File: config.mk
export PLATFORM = sky130hd
export DESIGN_NAME = uart_rx_fifo
export DESIGN_NICKNAME = d
export VERILOG_FILES = /design/src/rtl/uart_rx_fifo_pkg.sv /design/src/rtl/uart_baud_tick.sv /design/src/rtl/uart_rx_fifo.sv
export SDC_FILE = /design/constraint.sdc
export NUM_CORES = 1
export LEC_CHECK = 0
export CAP_MARGIN = 20
export CORE_MARGIN = 8
export CORE_UTILIZATION = 40
export CTS_CLUSTER_DIAMETER = 100
export DETAILED_ROUTE_END_ITERATION = 7
export MAX_ROUTING_LAYER = met4
export SLEW_MARGIN = 30
export SYNTH_ARGS = -nofsm -noshare
export SYNTH_HDL_FRONTEND = slang
export SYNTH_SLANG_ARGS = --single-unit
File: constraint.sdc
create_clock -name clk -period 3.2 [get_ports clk]
set_clock_uncertainty 0.2 [all_clocks]
set_input_delay 0.8 -clock clk [delete_from_list [all_inputs] [get_ports clk]]
set_output_delay 0.8 -clock clk [all_outputs]
set_load 0.02 [all_outputs]
File: src/rtl/uart_rx_fifo_pkg.sv
// Shared definitions for the UART receiver: FSM state encoding and the
// baud-tick divider computation.
package uart_rx_fifo_pkg;

    typedef enum logic [1:0] {
        ST_IDLE  = 2'd0,
        ST_START = 2'd1,
        ST_DATA  = 2'd2,
        ST_STOP  = 2'd3
    } rx_state_t;

    localparam int OVERSAMPLE = 16;

    // Clocks per oversample tick, rounded to nearest and never below one.
    function automatic int calc_div(input int clk_hz, input int baud);
        int d;
        d = (clk_hz + (baud * OVERSAMPLE) / 2) / (baud * OVERSAMPLE);
        return (d < 1) ? 1 : d;
    endfunction

endpackage

File: src/rtl/uart_baud_tick.sv
// Free-running 16x oversample tick: one-cycle pulse every DIV clocks.
module uart_baud_tick #(
    parameter int DIV = 326
) (
    input  logic clk,
    input  logic reset,
    output logic tick
);

    localparam int CW = (DIV > 1) ? $clog2(DIV) : 1;
    localparam logic [CW-1:0] LAST = CW'(DIV - 1);

    logic [CW-1:0] cnt;

    always_ff @(posedge clk or negedge reset) begin
        if (!reset) begin
            cnt <= '0;
        end else if (cnt == LAST) begin
            cnt <= '0;
        end else begin
            cnt <= cnt + CW'(1);
        end
    end

    assign tick = (cnt == LAST);

endmodule

File: src/rtl/uart_rx_fifo.sv
// 8N1 UART receiver with 16x oversampling feeding a small ready/valid FIFO.
// Reports framing errors and bytes dropped on a full FIFO as one-cycle pulses.
module uart_rx_fifo
    import uart_rx_fifo_pkg::*;
#(
    parameter int CLK_HZ = 100000000,
    parameter int BAUD   = 19200,
    parameter int DEPTH  = 4
) (
    input  logic       clk,
    input  logic       reset,
    input  logic       rx,
    output logic [7:0] rx_data,
    output logic       rx_valid,
    input  logic       rx_ready,
    output logic       frame_err,
    output logic       overrun,
    output logic       busy
);

    localparam int DIV  = calc_div(CLK_HZ, BAUD);
    localparam int AW   = $clog2(DEPTH);
    localparam int CNTW = AW + 1;

    // Stage p0/p1: two-flop synchronizer, idle-high after reset
    logic rx_sync_p0;
    logic rx_sync_p1;

    always_ff @(posedge clk or negedge reset) begin
        if (!reset) begin
            rx_sync_p0 <= 1'b1;
            rx_sync_p1 <= 1'b1;
        end else begin
            rx_sync_p0 <= rx;
            rx_sync_p1 <= rx_sync_p0;
        end
    end

    logic tick;

    uart_baud_tick #(.DIV(DIV)) u_tick (
        .clk   (clk),
        .reset (reset),
        .tick  (tick)
    );

    // Frame decoder
    rx_state_t  state, state_n;
    logic [3:0] tick_cnt, tick_cnt_n;
    logic [2:0] bit_cnt, bit_cnt_n;
    logic [7:0] shreg, shreg_n;
    logic       push;
    logic       stop_bad;

    always_ff @(posedge clk or negedge reset) begin
        if (!reset) begin
            state    <= ST_IDLE;
            tick_cnt <= '0;
            bit_cnt  <= '0;
            shreg    <= '0;
        end else begin
            state    <= state_n;
            tick_cnt <= tick_cnt_n;
            bit_cnt  <= bit_cnt_n;
            shreg    <= shreg_n;
        end
    end

    always_comb begin
        state_n    = state;
        tick_cnt_n = tick_cnt;
        bit_cnt_n  = bit_cnt;
        shreg_n    = shreg;
        push       = 1'b0;
        stop_bad   = 1'b0;
        case (state)
            ST_IDLE: begin
                tick_cnt_n = '0;
                bit_cnt_n  = '0;
                if (!rx_sync_p1) state_n = ST_START;
            end
            ST_START: begin
                if (tick) begin
                    if (tick_cnt == 4'd7) begin
                        // Mid start bit: a high line here was only a glitch
                        tick_cnt_n = '0;
                        state_n    = rx_sync_p1 ? ST_IDLE : ST_DATA;
                    end else begin
                        tick_cnt_n = tick_cnt + 4'd1;
                    end
                end
            end
            ST_DATA: begin
                if (tick) begin
                    tick_cnt_n = tick_cnt + 4'd1;
                    if (tick_cnt == 4'd15) begin
                        shreg_n   = {rx_sync_p1, shreg[7:1]};
                        bit_cnt_n = bit_cnt + 3'd1;
                        if (bit_cnt == 3'd7) state_n = ST_STOP;
                    end
                end
            end
            ST_STOP: begin
                if (tick) begin
                    tick_cnt_n = tick_cnt + 4'd1;
                    if (tick_cnt == 4'd15) begin
                        state_n  = ST_IDLE;
                        push     = rx_sync_p1;
                        stop_bad = ~rx_sync_p1;
                    end
                end
            end
            default: state_n = ST_IDLE;
        endcase
    end

    assign busy = (state != ST_IDLE);

    // Receive FIFO
    logic [7:0]      mem [DEPTH];
    logic [AW-1:0]   wr_ptr, rd_ptr;
    logic [CNTW-1:0] count;
    logic            full, pop, wr_en;

    assign full     = (count == CNTW'(DEPTH));
    assign rx_valid = (count != '0);
    assign pop      = rx_valid & rx_ready;
    // A pop in the same cycle frees the slot the push needs
    assign wr_en    = push & (~full | pop);

    always_ff @(posedge clk) begin
        if (wr_en) mem[wr_ptr] <= shreg;
    end

    always_ff @(posedge clk or negedge reset) begin
        if (!reset) begin
            wr_ptr    <= '0;
            rd_ptr    <= '0;
            count     <= '0;
            frame_err <= 1'b0;
            overrun   <= 1'b0;
        end else begin
            if (wr_en) wr_ptr <= wr_ptr + AW'(1);
            if (pop)   rd_ptr <= rd_ptr + AW'(1);
            case ({wr_en, pop})
                2'b10:   count <= count + CNTW'(1);
                2'b01:   count <= count - CNTW'(1);
                default: count <= count;
            endcase
            frame_err <= stop_bad;
            overrun   <= push & full & ~pop;
        end
    end

    assign rx_data = rx_valid ? mem[rd_ptr] : 8'h00;

endmodule
---- Yosys cells after proc, flatten, opt, wreduce, memory -nomap -nowiden ----
Memories as Yosys holds them, arrays and structs flattened.
Cells that the tools add are included.
cells by class
  mux-type cells .......................... 28
  bitwise operators ....................... 8
  equality and inequality tests ........... 19
  add/sub/neg operators ................... 7
  reductions and logical operators ........ 10
operator list
  kind                   number
  $mux W2                9
  $ne A2 B2 Y1 const B   8
  $mux W4                3
  $pmux W3 S2            2
  $pmux W4 S3            1
  $add A9 B1 Y9 const B  1
  $eq A9 B9 Y1 const B   1
  $mux W9                1
  $mux W1                8
  $mux W8                1
  $pmux W2 S4            1
  $reduce_and A8 Y1      1
  $add A3 B1 Y3 const B  2
  $eq A2 B2 Y1 const B   3
  $eq A3 B3 Y1 const B   2
  $mux W3                2
  $reduce_and A3 Y1      2
  $reduce_bool A2 Y1     3
  $add A2 B1 Y2 const B  2
  $add A4 B1 Y4 const B  1
  $and A1 B1 Y1          4
  $eq A2 B1 Y1 const B   2
  $eq A4 B3 Y1 const B   1
  $eq A4 B4 Y1 const B   1
  8 further kinds        10
word-level totals
  bits in writable memories ............... 32
  memories kept ........................... 1
  bits of input ports ..................... 4
  output and inout port bits .............. 12
  register bits after elaboration ......... 37
memory list
  name  words  bits a word  rd ports  clocked after Yosys merged registers in  wr ports  line                 RTL
  mem   4      8            1         0                                        1         uart_rx_fifo.sv:120  logic [7:0] mem [DEPTH];

---- Depth between registers and ports, before layout ----
Gate-level depths: netlist of run 1.
  depth in word-level cells ............... 7
  gate-level depth with buffers ........... 10

---- By module ----
A second synthesis of run 1 with hierarchy kept.
second synthesis, totals
  cell total of the unflattened synthesis .. 205
  area total of the unflattened synthesis .. 3,025.4 µm²
by module, submodules not included
  module          cells each  area an instance (µm²)  instances
  uart_rx_fifo    165         2,607.5                 1
  uart_baud_tick  40          417.9                   1

---- Worst setup path before layout of run 1 ----
Ideal clock, no wire load.
  path type ............................... register -> register
  from .................................... register u_tick.cnt[5]
  to ...................................... register count[2]
  arrival time ............................ 2,376 ps
  clock period less this slack ............ 2,663 ps
  cell stages (with the launch flop) ...... 8
  setup slack ............................. 537 ps
  setup time .............................. 87 ps
  path through ............................ dfrtp_1 -> or4b_4 -> nor4_1 -> buf_2 -> nor2_1 -> fa_1 -> o31a_1 -> o211ai_1
between the ends
  word-level cells in the longest chain between the ends .. 6
RTL lines
  element                                                   line                  RTL
  start: declaration                                        uart_baud_tick.sv:13  logic [CW-1:0] cnt;
  start signal: assignment                                  uart_baud_tick.sv:21  cnt <= cnt + CW'(1);
  $eq A9 B9 Y1 (*)                                          uart_baud_tick.sv:25  assign tick = (cnt == LAST);
  $mux W1 (*)                                               uart_rx_fifo.sv:104   if (tick) begin
  $mux W1 (*)                                               uart_rx_fifo.sv:76    case (state)
  $and A1 B1 Y1 (*)                                         uart_rx_fifo.sv:129   assign wr_en = push & (~full | pop);
  $eq A2 B1 Y1 / $eq A2 B2 Y1 (equally long branches)       uart_rx_fifo.sv:145   case ({wr_en, pop})
  $pmux W3 S2 / $reduce_bool A2 Y1 (equally long branches)  n/a
  end signal: assignment                                    uart_rx_fifo.sv:146   2'b10: count <= count + CNTW'(1);
  end signal: assignment                                    uart_rx_fifo.sv:147   2'b01: count <= count - CNTW'(1);
  end signal: assignment                                    uart_rx_fifo.sv:148   default: count <= count;
  end: declaration                                          uart_rx_fifo.sv:122   logic [CNTW-1:0] count;
Every way passes the cells marked *; elsewhere a longest branch is shown, timed or not.
A chain may end at the register's enable or synchronous reset.

---- Worst setup path after layout of run 1 ----
  from .................................... register count[0]
  to ...................................... output port rx_valid
between the ends
  word-level cells in the longest chain between the ends .. 1
RTL lines
  element             line                 RTL
  $reduce_bool A3 Y1  uart_rx_fifo.sv:126  assign rx_valid = (count != '0);
  end: declaration    uart_rx_fifo.sv:14   output logic rx_valid,
Every way passes these cells.

==> impl_metrics.yaml, run 1 <==
setup_path:
  critical-path-max-stage-delay_ps: 600
  critical_path_class: "reg2out"
  crit_path_cell_trace: "or3_1, clkdlybuf4s50_1"
  cp_max_fo: 11
  crit_slowest_cell: "clkdlybuf4s50_1"
  arrival_ps: 1990
  r2r_cells: 7
  worst_setup_path_end_kind: "primary output"
  worstSetupStartpointType: "register"
  required_ps: 2200
synthesis:
  syn_area_sq_mm: 0.00302
  yosysTopAreaCellShare_pct: 31.8
  synth_common_cells: "dfrtp_1, edfxtp_1, nor2_1, and2_1"
  synth.most_common_cell: "dfrtp_1"
  synthTopCellsByArea: "edfxtp_1, dfrtp_1, mux4_2"
  yosysWarnings: 0
  synth-seq-area-share_pct: 62.5
  synth_seq_cells: 69
  netlist-cell-type-count: 41
  syn-num-nets: 229
  ys_async_sr_fraction_pct: 53.6
  avgSynthCellArea_sq_um: 14.1
  syn-instance-count: 215
  ys.flop_type: "dfrtp_1"
  synth_edf_count: 32
  yosysTopAreaCell: "edfxtp_1"
clock_tree:
  cts_setup_buffers: 0
  holdBufCountCts: 0
  clock_path_buffers: 2
  cts_sinks: 69
  cts_buffers: 9
  ctsHtreeMaxLevel: 3
  clk_root_buffer_cell: "clkbuf_8"
  cts_tree: "yes"
  clock_latency_ps: 350
  path_clk_slew_ps: 80
sta:
  setup_viol: 0
  rsz0062_at_grt: "no"
  period_needed_ps: 2990
  timing.fmax_mhz: 334
  hold_viol: 0
  relSlewSlack_pct: 62.1
  fin_crit_sh_pct: 93.5
  slew_viol_final: 0
  tns_ps: 0
  tightest_slew_ps: 568
detailed_routing:
  drtIter0Drc: 39
  drc_errors: 0
  dr.pass1.iters: 4
  wl_per_cell_microns: 14.2
  route.vias.total: 1691
  postRouteAntennaNets: 0
  drt_wl_total_microns: 4840
  vias_per_cell: 4.94
global_routing:
  grt-ovfl-total: 0
  antenna_found_initial: 0
  grt_pass1_wl_microns: 8120
  grt_use_total_pct: 10.6
  grt_max_degree: 38
  grt_pass1_vias: 1676
power_and_ir_drop:
  irDropWorstVdd_v: 0.000243
  leakagePower_uw: 0.00162
  p_per_area_mw_per_mm2: 550
place:
  io_buffers: 15
  post-place-cells: 325
  dp_hpwl_microns: 3180
  gp_congestion: 0.714
finish:
  finalNonFillerCells: 342
  nFillCells: 672
  synthToLayoutAreaGrowth_pct: 16.2
  final_layout_size_suffix_gt1_share_pct: 18.5
  layout.nets: 252
  num_antenna_cells: 0
floorplanning:
  die_w_microns: 103
  die_area_sq_mm: 0.0106
  io_pins: 16
  die_h_microns: 103
  core.rowCount: 31
  start_util_pct: 41.5
  core_area_sq_mm: 0.00729
flow_run:
  drv_cap: 0
outcome:
  outcome: "completed"
worst_hold_path:
  hold_path_class: "in2async"
[cell families after synthesis]
logic type                 after synthesis  share of synthesized area, %
AOI/OAI and AO/OA                       21                          4.39
and+or+nand+nor                         68                          12.8
DFF                                     69                          62.5
xor gates and xnor gates                15                          4.34
adders and majority gates               10                          4.39
buffers and inverters                   13                          1.65
muxes                                   19                          9.97
[path summary, 6_finish.rpt]
path                          startpoint          end  slack [ps]
min reg2reg                   rx_sync_p0   rx_sync_p1         160
max in group asynchronous          reset     shreg[0]        2220
max                             count[0]     rx_valid         210
min                                reset  tick_cnt[3]         140
min in group clk              rx_sync_p0   rx_sync_p1         160
max reg2reg                u_tick.cnt[5]     count[2]         340
[per-stage QoR]
stage	hold slack, ps	utilization [%]	setup WS [ps]	area [sq um]	total power (uW)
after floorplan	145	-	537	3020	1210
after global placement	146	45.1	268	3290	1290
after detailed placement	147	45.1	274	3290	1300
after CTS	158	47.6	20.6	3470	1960
after global routing	155	48.2	137	3510	2030
final	140	48.2	207	3510	1930
[placed cells by master, fill, tap and decap left out, drive strengths merged, types with 8 or more instances in the layout]
cell	count
nor2	17
nand3	10
edfxtp	32
dfrtp	35
inv	9
dlymetal6s2s	8
ha	9
o21ai	8
clkbuf	9
xnor2	9
and2	13
mux4	8
mux2	9
nand2	10
[state kept, by name, indices dropped and copies added, names as in the netlist, 2 cells and up, named ones only]
signal and count:
u_tick.cnt 9, shreg 8, rd_ptr 2, count 3, wr_ptr 2, bit_cnt 3
tick_cnt 4, mem 32
[layer usage]
layer / wire length (microns) / share of wire (%) / vias up / track usage [%]
li1: - / - / 825 / -
met1: 2460 / 51 / 831 / 13.3
met2: 2110 / 44 / 25 / 15.0
met3: 166 / 3.4 / 10 / 3.04
met4: 112 / 2.3 / 0 / 6.34
met5: 0 / 0 / - / -
[report_power, final]
part	total (uW)	internal, uW	leakage [uW]	switching [uW]
logic	257	129	0.000686	128
clock network	656	293	0.0000921	363
registers	1020	955	0.000844	66.4
[layout make-up]
| type | instances | area [sq um] | share of cell area (%) |
|---|---|---|---|
| Sequential cell | 69 | 1890 | 53.8 |
| Timing Repair Buffer | 19 | 211 | 6.02 |
| Inverter | 6 | 22.5 | 0.641 |
| Clock buffer | 9 | 124 | 3.52 |
| Clock inverter | 7 | 58.8 | 1.67 |
| Tap cell | 99 | 124 | 3.52 |
| Multi-Input combinational cell | 133 | 1080 | 30.9 |
[timing repair]
item / in CTS / in global routing
resized for setup: 1 / 8
pin swaps: 0 / 0
endpoints found under the setup margin: 3 / 8
[worst max-delay path, delay by kind of cell (launching register included)]
family / cells / cell delay [ps]
buf+inv: 1 / 600
simple gates: 1 / 570
flops: 1 / 470
(Power assumes the default switching activity.)
==> run 2, diff against run 1 <==
- SLEW_MARGIN: 30 -> default
==> impl_metrics.yaml, run 2 (synthesized netlist as in run 1, its figures left out) <==
finish:
  regMostFlops: "mem"
  largest_reg_flops: 32
  num_antenna_cells: 0
  final_core_util_pct: 47.9
  nFillCells: 673
  final_cell_area_sq_mm: 0.00349
  layout_commonest_cell: "dfrtp_1"
  layout.nets: 251
  final_layout_size_suffix_gt1_share_pct: 18.2
  final_cell_mix: "dfrtp_1, edfxtp_1, nor2_1"
  synthToLayoutAreaGrowth_pct: 15.6
  reg_top3: "mem (32), u_tick.cnt (9), shreg (8)"
detailed_routing:
  drc_errors: 0
  drt_wl_total_microns: 4780
  dr.pass1.iters: 4
  route.vias.total: 1686
  postRouteAntennaNets: 0
  wl_per_cell_microns: 14.0
  drtIter0Drc: 31
  vias_per_cell: 4.94
global_routing:
  grt_pass1_wl_microns: 8120
  grt_pass1_vias: 1676
  grt-busiest-layer: "met2"
  use_met3_pct: 3.04
  use_met2_pct: 15.0
  grt_use_total_pct: 10.6
  grt_max_degree: 38
  antenna_found_initial: 0
  grt_use_met1_pct: 13.3
  grt-ovfl-total: 0
clock_tree:
  holdBufCountCts: 0
  path_clk_slew_ps: 80
  clk_root_buffer_cell: "clkbuf_8"
  cts_tree: "yes"
  clock_path_buffers: 2
  ctsHtreeMaxLevel: 3
  cts_sinks: 69
  cts_setup_buffers: 0
  clock_latency_ps: 350
  cts_buffers: 9
power_and_ir_drop:
  p_per_area_mw_per_mm2: 552
  leakagePower_uw: 0.00161
  irDropWorstVdd_v: 0.000242
setup_path:
  critical_path_class: "reg2out"
  arrival_ps: 1980
  critical-path-max-stage-delay_ps: 600
  required_ps: 2200
  worstSetupStartpointType: "register"
  crit_slowest_cell: "clkdlybuf4s50_1"
  cp_max_fo: 11
  worst_setup_path_end_kind: "primary output"
  crit_path_cell_trace: "or3_1, clkdlybuf4s50_1"
sta:
  relSlewSlack_pct: 45.0
  tns_ps: 0
  tightest_slew_ps: 825
  timing.fmax_mhz: 335
  setup_viol: 0
  slew_viol_final: 0
  fin_crit_sh_pct: 93.2
  rsz0062_at_grt: "no"
  hold_viol: 0
  period_needed_ps: 2980
  worst_hold_slack_ps: 158
place:
  gp_congestion: 0.714
  io_buffers: 15
  dp_hpwl_microns: 3180
  placed_area_sq_mm: 0.00329
flow_run:
  drv_cap: 0
outcome:
  outcome: "completed"
worst_hold_path:
  hold_path_class: "reg2reg"
floorplanning:
  core_area_sq_mm: 0.00729
  die_w_microns: 103
  core.rowCount: 31
  io_pins: 16
  die_h_microns: 103
  start_util_pct: 41.5
  die_area_sq_mm: 0.0106
-- run 2: changes by cell type in the layout (fill, tap and decap cells not counted), sizes merged --
cell | previous run | this run
buf | 5 | 4
-- run 2: cell type report --
cell class | instances | area (sq um) | share of cell area, %
Inverter | 6 | 22.5 | 0.644
Sequential cell | 69 | 1890 | 54.1
Tap cell | 99 | 124 | 3.54
Timing Repair Buffer | 18 | 191 | 5.48
Multi-Input combinational cell | 133 | 1080 | 31.0
Clock inverter | 7 | 58.8 | 1.68
Clock buffer | 9 | 124 | 3.54
-- run 2: final timing paths --
kind	start	end	slack, ps	cells past startpoint
setup / recovery	count[0]	rx_valid	220	2
hold / removal	rx_sync_p0	rx_sync_p1	160	0
setup reg to reg	u_tick.cnt[5]	count[2]	340	7
hold reg to reg	rx_sync_p0	rx_sync_p1	160	0
max in group asynchronous	reset	shreg[1]	1930	1
min in group asynchronous	reset	tick_cnt[2]	340	1
-- run 2: critical path: cells and delay by family, from the launching register on --
| family | cells | cell delay [ps] |
|---|---|---|
| buf+inv | 1 | 600 |
| flops | 1 | 470 |
| simple gates | 1 | 560 |
-- run 2: routing by layer --
layer  vias to the layer above  wire (microns)
met1                       828            2400
met2                        26            2100
met3                         9             167
met4                         0             106
met5                         -               0
li1                        823               -
-- run 2: repair_timing --
item,in CTS,in global routing
resized for setup,1,8
pin swaps,0,0
setup endpoints to repair,3,8
-- run 2: metrics by stage --
step,setup slack (ps),power (uW),instances
2_1_floorplan,537,1210,215
3_3_place_gp,268,1290,325
3_5_place_dp,274,1300,325
4_1_cts,20.6,1960,341
5_1_grt,137,2020,341
6_report,216,1930,341
-- run 2: report_power, final --
| group | internal (uW) | total [uW] | switching [uW] |
|---|---|---|---|
| Sequential | 955 | 1020 | 66.7 |
| Combinational | 127 | 253 | 126 |
| Clock | 293 | 654 | 361 |
==> run 3, diff against run 2 <==
- ABC_AREA: default -> 0
==> results of run 3 <==
The final DEF is identical to that of run 2; final timing and power are the same.
